## config.mk

```make
export PLATFORM = sky130hd
export DESIGN_NAME = multiphase_buck_pwm
export DESIGN_NICKNAME = d
export VERILOG_FILES = /design/src/rtl/multiphase_buck_pwm.sv
export SDC_FILE = /design/constraint.sdc
export NUM_CORES = 1
export LEC_CHECK = 0
export CAP_MARGIN = 5
export CELL_PAD_IN_SITES_DETAIL_PLACEMENT = 1
export CELL_PAD_IN_SITES_GLOBAL_PLACEMENT = 2
export CORE_MARGIN = 3
export CORE_UTILIZATION = 40
export DETAILED_ROUTE_END_ITERATION = 8
export PLACE_DENSITY = 0.95
export SLEW_MARGIN = 20
export SYNTH_ARGS = -nofsm -noshare
export SYNTH_HDL_FRONTEND = slang
export SYNTH_SLANG_ARGS = --single-unit
```

## constraint.sdc

```tcl
create_clock -name clk -period 8 [get_ports clk]
set_input_delay 1.2 -clock clk [delete_from_list [all_inputs] [get_ports clk]]
set_output_delay 1.2 -clock clk [all_outputs]
set_load 0.02 [all_outputs]
```

## src/rtl/multiphase_buck_pwm.sv

```systemverilog
// N-phase interleaved buck gate-drive generator.
// A shared master counter spaces the phase starts evenly across the period;
// each phase runs its own dead-time / on-time / freewheel sequence with an
// on-time clamp, a soft stop on disable and an immediate latched fault stop.
module multiphase_buck_pwm #(
    parameter int N_PHASE       = 4,
    parameter int PERIOD_CYCLES = 400,
    parameter int DEAD_TIME     = 10,
    parameter int CNT_W         = 16,
    parameter int TON_MAX       = 370
) (
    input  logic                       clk,
    input  logic                       rst,
    input  logic                       enable,
    input  logic                       fault,
    input  logic                       fault_clr,
    input  logic [N_PHASE*CNT_W-1:0]   ton,
    output logic [2*N_PHASE-1:0]       gate,
    output logic [N_PHASE-1:0]         phase_start,
    output logic                       active,
    output logic                       fault_latched
);

    typedef enum logic [2:0] {
        S_IDLE,
        S_DT_RISE,
        S_HIGH,
        S_DT_FALL,
        S_LOW
    } phase_state_t;

    localparam int              SLOT     = PERIOD_CYCLES / N_PHASE;
    localparam logic [CNT_W-1:0] ONE      = CNT_W'(1);
    localparam logic [CNT_W-1:0] DT_LOAD  = CNT_W'(DEAD_TIME - 1);
    localparam logic [CNT_W-1:0] CNT_LAST = CNT_W'(PERIOD_CYCLES - 1);
    localparam logic [CNT_W-1:0] TON_LIM  = CNT_W'(TON_MAX);

    logic [CNT_W-1:0] cnt;
    logic             run;
    logic             all_idle;
    logic             any_busy_nxt;
    logic [N_PHASE-1:0] start_hit;

    phase_state_t     state     [N_PHASE];
    phase_state_t     state_nxt [N_PHASE];
    logic [CNT_W-1:0] tmr         [N_PHASE];
    logic [CNT_W-1:0] tmr_nxt     [N_PHASE];
    logic [CNT_W-1:0] ton_eff     [N_PHASE];
    logic [CNT_W-1:0] ton_eff_nxt [N_PHASE];

    // Saturate a requested on-time to the largest value that still leaves
    // room for both dead times and a minimum freewheel interval.
    function automatic logic [CNT_W-1:0] clamp_ton(input logic [CNT_W-1:0] t);
        return (t > TON_LIM) ? TON_LIM : t;
    endfunction

    // Gate pair {upper,lower} driven in each phase state.
    function automatic logic [1:0] gate_decode(input phase_state_t s);
        case (s)
            S_HIGH:  return 2'b10;
            S_LOW:   return 2'b01;
            default: return 2'b00;
        endcase
    endfunction

    // Summarise phase activity for the run handshake and the active flag.
    always_comb begin
        all_idle     = 1'b1;
        any_busy_nxt = 1'b0;
        for (int k = 0; k < N_PHASE; k++) begin
            if (state[k] != S_IDLE)     all_idle     = 1'b0;
            if (state_nxt[k] != S_IDLE) any_busy_nxt = 1'b1;
        end
    end

    // Per-phase next state: fault beats a start, a start beats the stop rules.
    always_comb begin
        for (int k = 0; k < N_PHASE; k++) begin
            state_nxt[k]   = state[k];
            tmr_nxt[k]     = tmr[k];
            ton_eff_nxt[k] = ton_eff[k];
            start_hit[k]   = 1'b0;
            if (fault) begin
                state_nxt[k] = S_IDLE;
            end else if (run && cnt == CNT_W'(k * SLOT)) begin
                start_hit[k]   = 1'b1;
                ton_eff_nxt[k] = clamp_ton(ton[k*CNT_W +: CNT_W]);
                tmr_nxt[k]     = DT_LOAD;
                // A zero on-time skips the upper pulse and keeps freewheeling.
                state_nxt[k]   = (ton_eff_nxt[k] != '0) ? S_DT_RISE : S_LOW;
            end else begin
                case (state[k])
                    S_DT_RISE: begin
                        if (!run) begin
                            state_nxt[k] = S_IDLE;
                        end else if (tmr[k] == '0) begin
                            state_nxt[k] = S_HIGH;
                            tmr_nxt[k]   = ton_eff[k] - ONE;
                        end else begin
                            tmr_nxt[k]   = tmr[k] - ONE;
                        end
                    end
                    S_HIGH: begin
                        // Disable cuts the pulse short but keeps the dead time.
                        if (!run || tmr[k] == '0) begin
                            state_nxt[k] = S_DT_FALL;
                            tmr_nxt[k]   = DT_LOAD;
                        end else begin
                            tmr_nxt[k]   = tmr[k] - ONE;
                        end
                    end
                    S_DT_FALL: begin
                        if (tmr[k] == '0) begin
                            state_nxt[k] = S_LOW;
                            tmr_nxt[k]   = DT_LOAD;
                        end else begin
                            tmr_nxt[k]   = tmr[k] - ONE;
                        end
                    end
                    S_LOW: begin
                        // While running the timer is parked full so a stop
                        // always freewheels for a whole dead time.
                        if (run) begin
                            tmr_nxt[k]   = DT_LOAD;
                        end else if (tmr[k] == '0) begin
                            state_nxt[k] = S_IDLE;
                        end else begin
                            tmr_nxt[k]   = tmr[k] - ONE;
                        end
                    end
                    default: begin
                        state_nxt[k] = S_IDLE;
                    end
                endcase
            end
        end
    end

    // Control registers: run handshake, master counter, fault latch, phase
    // states and the registered gate/status outputs.
    always_ff @(posedge clk) begin
        if (rst) begin
            cnt           <= '0;
            run           <= 1'b0;
            fault_latched <= 1'b0;
            gate          <= '0;
            phase_start   <= '0;
            active        <= 1'b0;
            for (int k = 0; k < N_PHASE; k++) begin
                state[k] <= S_IDLE;
            end
        end else begin
            fault_latched <= fault | (fault_latched & ~fault_clr);
            run           <= !fault && enable && (run || (!fault_latched && all_idle));
            if (run) begin
                cnt <= (cnt == CNT_LAST) ? '0 : cnt + ONE;
            end else begin
                cnt <= '0;
            end
            phase_start <= start_hit;
            active      <= any_busy_nxt;
            for (int k = 0; k < N_PHASE; k++) begin
                state[k]         <= state_nxt[k];
                gate[2*k +: 2]   <= gate_decode(state_nxt[k]);
            end
        end
    end

    // Datapath registers: timers and sampled on-times need no reset because
    // they are always loaded before any state that reads them.
    always_ff @(posedge clk) begin
        for (int k = 0; k < N_PHASE; k++) begin
            tmr[k]     <= tmr_nxt[k];
            ton_eff[k] <= ton_eff_nxt[k];
        end
    end

endmodule

```

# Yosys cells after proc, flatten, opt, wreduce, memory -nomap -nowiden
# Memories as Yosys holds them, arrays and structs flattened.
# Cells that the tools add are included.
# Widths: inputs -> output; s select.
# word_totals
out_inout_bits	14
register_bits	31
ram_bits	140
word_cells	203
mem_count	3
input_bits	69
# op_classes
reduce_logical	34
order_cmp	4
n_mux	111
bitwise_logic	8
eq_ne	28
addsub	9
# mem_list
name	depth	word_bits	read_ports	rd_clocked_by_memory_dff	wr	line_no	source
tmr	4	16	4	0	4	46	logic [CNT_W-1:0] tmr [N_PHASE];
ton_eff	4	16	4	0	4	48	logic [CNT_W-1:0] ton_eff [N_PHASE];
state	4	3	4	0	4	44	phase_state_t state [N_PHASE];
# ops
op	count
$mux 16	44
$pmux 16 s4	4
$sub 16x1->16 const B	8
$mux 3	40
$logic_not 16->1	5
$gt 16x9->1 const B	4
$reduce_bool 16->1	4
$pmux 3 s4	4
$eq 3x2->1 const B	12
$eq 16x9->1 const B	2
$eq 3x3->1 const B	8
$reduce_bool 3->1	8
$add 16x1->16 const B	1
$eq 16x7->1 const B	1
$eq 16x8->1 const B	1
$pmux 2 s2	4
$mux 1	15
$eq 3x1->1 const B	4
$logic_and 1x1->1	7
$logic_or 1x1->1	5
$or 1x1->1	5
$logic_not 1->1	3
$reduce_or 3->1	1
$not 1->1	2
other kinds (2)	2

# Longest topological paths before layout
# Gate-level depths: netlist of the first run.
# logic_depth
ltp_word	11
ltp_mapped	11
mapped_depth_nobuf	9

# Worst setup path after synthesis of the first run
# OpenSTA, ideal clock, no wires.
# synth_timing
path_kind	register to register
startpoint	reg cnt[13] (netlist name)
endpoint	mem tmr[3][0] (enable)
t_required_ns	7.583
n_path_buf	1
synth_period_minus_slack_ns	3.647
setup_ns	0.417
path_stages_with_launch	6
setup_slack_ns	4.353
arrival_ns	3.230
path_cell_list	dfxtp_1 > or4_4 > or3_1 > or4_1 > clkbuf_1 > a221oi_1
# synth_lines
element	line_no
end, declared	46

==> results of run 1 <==
where the power goes:
part / leakage (nW) / internal [W] / switching, W
combinational: 2.17 / 0.0000428 / 0.0000330
clock: 0.292 / 0.000497 / 0.000372
sequential: 1.50 / 0.000948 / 0.00000359
total: 3.96 / 0.00149 / 0.000409
layout make-up:
cell class	count	area, um^2	area share
multi-input cells	841	5120	0.432
clock buffers	17	425	0.0359
flip-flops and latches	171	4700	0.397
repair buffers	91	888	0.0749
well taps	324	405	0.0342
inverters	34	128	0.0108
clock inverters	15	185	0.0156
critical path, stage by stage, from the launching register on:
cell and delay [ns]:
edfxtp_1 0.39, inv_1 0.10, ha_1 0.21, nor3b_1 0.30
or4b_1 0.63, or3_1 0.45, a211oi_2 0.83, nand2_1 0.14
o21ai_0 0.12, nand3b_1 0.10
layer usage:
metal,share of wire,GRT usage,up-vias,wire length [um]
met1,0.46,0.256,3989,11700
met2,0.50,0.341,124,12800
met4,0.012,0.0477,0,301
met3,0.030,0.0325,21,754
met5,0,0,-,0
li1,-,-,4009,-
flip-flops by register name, indices dropped and copies added (netlist names):
register and cells:
tmr 64, ton_eff 64, cnt 16, state 12
gate 8, phase_start 4, active 1, fault_latched 1
run 1
per-stage QoR:
step | hold slack (ns) | util | cell area [um^2]
6_report | 0.496 | 0.485 | 11900
5_1_grt | 0.537 | 0.485 | 11900
4_1_cts | 0.503 | 0.484 | 11800
3_5_place_dp | 0.487 | 0.459 | 11200
3_3_place_gp | 0.471 | 0.459 | 11200
2_1_floorplan | 0.438 | - | 10100
worst max path at each step:
| stage | startpoint | end | slack [ns] | depth (start not counted) |
|---|---|---|---|---|
| final | tmr[2][0] | tmr[2][0] | 4.47 | 9 |
| after global routing | tmr[2][7] | tmr[2][0] | 4.13 | 7 |
| after CTS | tmr[3][3] | tmr[3][7] | 4.42 | 7 |
| after detailed placement | ton[26] | active | 4.39 | 8 |
| after global placement | ton[26] | active | 4.47 | 8 |
| after floorplan | cnt[13] | tmr[3][0] | 4.35 | 5 |
cell usage in the layout, fill, tap and decap left out, types with 4 or more instances in the layout:
master	count
buf_4	9
o41ai_1	4
a21oi_1	65
nor2_1	164
nand2_1	85
clkinv_1	4
o211ai_1	6
nor3b_1	10
nand3b_1	4
or4_1	18
nor2b_1	11
clkdlybuf4s50_1	82
inv_1	32
nor3_1	40
clkbuf_16	17
ha_1	13
conb_1	28
o31ai_1	4
nand3_1	37
and2_1	20
nand4_1	8
inv_6	5
xnor2_1	62
or2_2	5
a211o_1	5
nand2b_1	25
o21ai_0	23
o22a_1	12
a31oi_1	6
nor4_1	40
a211oi_1	5
xor2_1	58
and3_1	7
or3_1	11
dfxtp_1	43
edfxtp_1	128
mux2i_1	4
kinds of logic (layout without fill, tap and decap cells):
logic type,count (synthesis),in the layout
AOI/OAI and AO/OA,170,170
muxes,5,5
other,1,28
adders and majority gates,13,13
and+or+nand+nor,505,505
xor gates and xnor gates,120,120
buffers and inverters,74,157
DFF,171,171
==> flow_metrics.env, run 1 <==
export IMPL_drtIter0Drc=485
export IMPL_post_route_min_period_ns=3.53
export IMPL_portBuffers=82
export IMPL_final_layout_size_suffix_gt1_frac=0.0590
export IMPL_outcome="complete, no violations"
export IMPL_post_synth_cell_area_avg_um2=9.43
export IMPL_start_util=0.408
export IMPL_grt_antenna_before_repair=0
export IMPL_fmax_mhz=283
export IMPL_synth_top_family_by_area="simple AND/OR/NAND/NOR gates"
export IMPL_muxShareOfSynthArea=0.00514
export IMPL_grt_pass1_wl_um=42300
export IMPL_synth_seq_area_share=0.471
export IMPL_clk_latency_ns=0.44
export IMPL_worst_pin_slew_ns=1.09
export IMPL_cts_buffers=17
export IMPL_synth_area_leader_cell="edfxtp_1"
export IMPL_holdBufCountCts=0
export IMPL_clockRootBuffer="clkbuf_16"
export IMPL_synthSimpleGateAreaFrac=0.255
export IMPL_htreeDepth=4
export IMPL_fillers=2797
export IMPL_final_antenna_net_count=0
export IMPL_slew_viol_final=0
export IMPL_synth_cells=1059
export IMPL_worst_hold_path_type="flip-flop to flip-flop"
export IMPL_die_width_um=164
export IMPL_row_count=57
export IMPL_grt_overflow_total=0
export IMPL_fin_skew_ns=0.0107
export IMPL_hold_end="cnt[0]"
export IMPL_synthFlopType="edfxtp_1"
export IMPL_synth_common_cells="nor2_1 (167), edfxtp_1 (128), nand2_1 (85), a21oi_1 (65), xnor2_1 (62)"
export IMPL_routed_wl_um=25500
export IMPL_synth_compound_area_frac=0.117
export IMPL_drc=0
export IMPL_post_dp_hpwl_um=18700
export IMPL_final_nets=1238
export IMPL_gp_congestion=0.807
export IMPL_cts_tree="done"
export IMPL_antenna_diode_count=0
export IMPL_track_usage=0.196
export IMPL_vias=8143
export IMPL_cp_start_kind="flip-flop"
export IMPL_setup_slack_ns=4.47
export IMPL_syn_area_um2=9990
export IMPL_endpoint_kind="flip-flop"
export IMPL_core_region_area_um2=24500
export IMPL_peakVddDrop_uv=126
export IMPL_setup_violations=0
export IMPL_hp_start="cnt[0]"
export IMPL_reg2reg_to="tmr[2][0]"
export IMPL_ys_warn_count=0
export IMPL_synth_area_leaders="edfxtp_1 (38%), dfxtp_1 (8.6%), nor2_1 (6.3%)"
export IMPL_synth_top_cell_area_share=0.385
export IMPL_stdcell_count=1493
export IMPL_worst_r2r_cell_count=9
export IMPL_fin_tns_setup_ns=0
export IMPL_hold_violations=0
export IMPL_synth_adder_area_share=0.0163
export IMPL_r2r_start="tmr[2][0]"
export IMPL_die_h_um=164
export IMPL_worstPathRequired_ns=8.18
export IMPL_cts_buffer_depth=2
export IMPL_wl_per_cell_um=17.1
export IMPL_clk_pin_slew_ns=0.07
export IMPL_synthDistinctLibCells=77
export IMPL_synth_edff_count=128
export IMPL_cts_sinks=171
export IMPL_min_path_cells=1
export IMPL_total_power_w=0.00190
export IMPL_place_inst=1461
export IMPL_area_delta_synth_final_pct=18.8
export IMPL_synth_seq_cells=171
export IMPL_maxSlewHeadroom=0.274
export IMPL_arrival_ns=3.71
export IMPL_drv_cap=0
export IMPL_worst_path_max_fanout=16
export IMPL_min_period_over_period=0.442
export IMPL_grt_pass1_vias=8507
export IMPL_pre_cts_ws_ns=4.39
export IMPL_reg2reg_setup_slack_ns=4.47
export IMPL_ioPinCount=83
export IMPL_ctsResizeCount=0
export IMPL_rsz0062_at_grt="false"
export IMPL_worstSetupPathType="flip-flop to flip-flop"
export IMPL_yosysMostFrequentCell="nor2_1"
export IMPL_cts_setup_buffers=0
export IMPL_floorplan_die_area_um2=26900
export IMPL_synthArstFlopShare=0
export IMPL_power_leakage_nw=3.96
export IMPL_synthXorXnorAreaFrac=0.105
export IMPL_power_density_nw_per_um2=160
export IMPL_dr_pass1_iters=5
export IMPL_via_per_inst=5.45
export IMPL_grt_max_degree=35
(Power assumes the default switching activity.)
==> run 2, diff against run 1 <==
- CORE_UTILIZATION: 40 -> 37
- PLACE_DENSITY: 0.95 -> 0.92
- clock period: 8 -> 3.6 ns (I/O delays scaled with it)
==> run 2 against run 1 <==
Against the previous run:
- combinational power grew 130%
- critical endpoint is now tmr[2][6]
- flip-flop and latch count did not move
- sequential power grew 120%
- register-to-register slack got worse by 4.1 ns
- worst setup slack got worse by 4.1 ns
==> flow_metrics.env, run 2 (synthesized netlist as in run 1, its figures left out) <==
export IMPL_outcome="complete, no violations"
export IMPL_cts_sinks=171
export IMPL_final_nets=1260
export IMPL_fmax_mhz=305
export IMPL_setup_violations=0
export IMPL_portBuffers=82
export IMPL_grt_overflow_total=0
export IMPL_via_per_inst=5.45
export IMPL_final_cell_mix="nor2_1 (167), edfxtp_1 (128), nand2_1 (85)"
export IMPL_hp_start="cnt[0]"
export IMPL_path_cells="inv_1 -> ha_1 -> nor3b_1 -> or4b_1 -> or3_1 -> a211oi_2 -> buf_4 -> a211o_1 -> a21oi_1"
export IMPL_top_regs="tmr: 64 flops, ton_eff: 64 flops, cnt: 16 flops"
export IMPL_grt_pass1_vias=8758
export IMPL_post_dp_hpwl_um=19400
export IMPL_slowest_delay_ns=0.64
export IMPL_rsz0062_at_grt="false"
export IMPL_peakVddDrop_uv=271
export IMPL_area_delta_synth_final_pct=20.5
export IMPL_place_inst=1494
export IMPL_core_region_area_um2=26300
export IMPL_stdcell_count=1525
export IMPL_cts_setup_buffers=0
export IMPL_routed_wl_um=26700
export IMPL_min_path_cells=1
export IMPL_endpoint_kind="flip-flop"
export IMPL_critPathSlowestCell="or4b_1"
export IMPL_ioPinCount=83
export IMPL_hold_end="cnt[0]"
export IMPL_cts_buffer_depth=2
export IMPL_worstPathRequired_ns=3.78
export IMPL_r2r_start="tmr[2][0]"
export IMPL_ctsResizeCount=0
export IMPL_floorplan_die_area_um2=29000
export IMPL_worst_hold_path_type="flip-flop to flip-flop"
export IMPL_worst_pin_slew_ns=1.06
export IMPL_vias=8305
export IMPL_holdBufCountCts=0
export IMPL_cts_buffers=17
export IMPL_antenna_diode_count=0
export IMPL_fin_skew_ns=0.0124
export IMPL_drtIter0Drc=513
export IMPL_min_period_over_period=0.911
export IMPL_cp_start_kind="flip-flop"
export IMPL_hold_violations=0
export IMPL_start_util=0.380
export IMPL_worst_path_max_fanout=11
export IMPL_gp_congestion=0.833
export IMPL_layout_commonest_cell="nor2_1"
export IMPL_arrival_ns=3.46
export IMPL_clockRootBuffer="clkbuf_16"
export IMPL_dr_pass1_iters=5
export IMPL_die_width_um=170
export IMPL_final_antenna_net_count=0
export IMPL_reg2reg_to="tmr[2][6]"
export IMPL_grt_antenna_before_repair=0
export IMPL_worstSetupPathType="flip-flop to flip-flop"
export IMPL_drc=0
export IMPL_grt_pass1_wl_um=44300
export IMPL_worst_r2r_cell_count=9
export IMPL_final_layout_size_suffix_gt1_frac=0.0723
export IMPL_power_density_nw_per_um2=359
export IMPL_power_leakage_nw=4.09
export IMPL_placed_area_um2=11400
export IMPL_fin_tns_setup_ns=0
export IMPL_maxSlewHeadroom=0.292
export IMPL_clk_latency_ns=0.43
export IMPL_wl_per_cell_um=17.5
export IMPL_reg2reg_setup_slack_ns=0.32
export IMPL_final_cell_area_um2=12000
export IMPL_post_route_min_period_ns=3.28
export IMPL_clk_pin_slew_ns=0.07
export IMPL_row_count=59
export IMPL_die_h_um=170
export IMPL_drv_cap=0
export IMPL_htreeDepth=4
export IMPL_slew_viol_final=0
export IMPL_grt_max_degree=35
export IMPL_cts_tree="done"
export IMPL_track_usage=0.188
[run 2: cell count changes in the layout (fill, tap and decap cells not counted)]
cell	delta
buf_4	+22
nor2_1	+3
nor2_2	-3
o221ai_1	+3
o221ai_2	-3
clkinv_1	-2
bufinv_16	+1
clkinv_2	+1
clkinv_4	-1
clkinvlp_4	-1
inv_8	+1
[run 2: cell type report]
type	instances	area [um^2]
Timing Repair Buffer	113	1050
Clock inverter	14	208
Multi-Input combinational cell	841	5100
Sequential cell	171	4700
Clock buffer	17	425
Fill cell	3002	14200
Tap cell	335	419
Inverter	34	128
[run 2: routing by layer]
metal  up-vias  part of all wire  global-route usage
met1      4102              0.45               0.239
li1       4053                 -                   -
met4         0             0.014              0.0561
met2       120              0.51               0.336
met3        30             0.023              0.0230
met5         -                 0                   0
[run 2: how the worst max path moves through the flow]
stage / from / endpoint / slack [ns] / depth (start not counted)
2_1_floorplan: cnt[13] / tmr[2][0] / 0.02 / 5
3_3_place_gp: tmr[2][0] / tmr[2][6] / 0.52 / 9
3_5_place_dp: tmr[2][0] / tmr[2][6] / 0.45 / 9
4_1_cts: tmr[2][0] / tmr[2][6] / 0.32 / 9
5_1_grt: tmr[2][0] / tmr[2][5] / 0.09 / 9
6_report: tmr[2][0] / tmr[2][6] / 0.32 / 9
[run 2: power breakdown]
part	switching [W]	leakage [nW]	internal [W]	total, W
Sequential	0.00000883	1.50	0.00211	0.00212
Clock	0.000848	0.309	0.00118	0.00203
Combinational	0.0000742	2.28	0.0000975	0.000172
Total	0.000931	4.09	0.00338	0.00432
[run 2: through the flow]
| step | power [W] | worst slack, ns | utilization | hold WS, ns |
|---|---|---|---|---|
| 3_5_place_dp | 0.00233 | 0.449 | 0.434 | 0.470 |
| 6_report | 0.00432 | 0.320 | 0.458 | 0.484 |
| 2_1_floorplan | 0.00222 | 0.0214 | - | 0.438 |
| 5_1_grt | 0.00445 | 0.0894 | 0.458 | 0.538 |
| 4_1_cts | 0.00435 | 0.323 | 0.458 | 0.487 |
| 3_3_place_gp | 0.00233 | 0.517 | 0.434 | 0.463 |
[run 2: worst max-delay path, delay by kind of cell, from the launching register on]
family          cells  cell delay (ns)
flops               1             0.38
buf+inv             2             0.35
compound gates      3             0.64
simple gates        3             1.46
fa+ha+maj           1             0.19
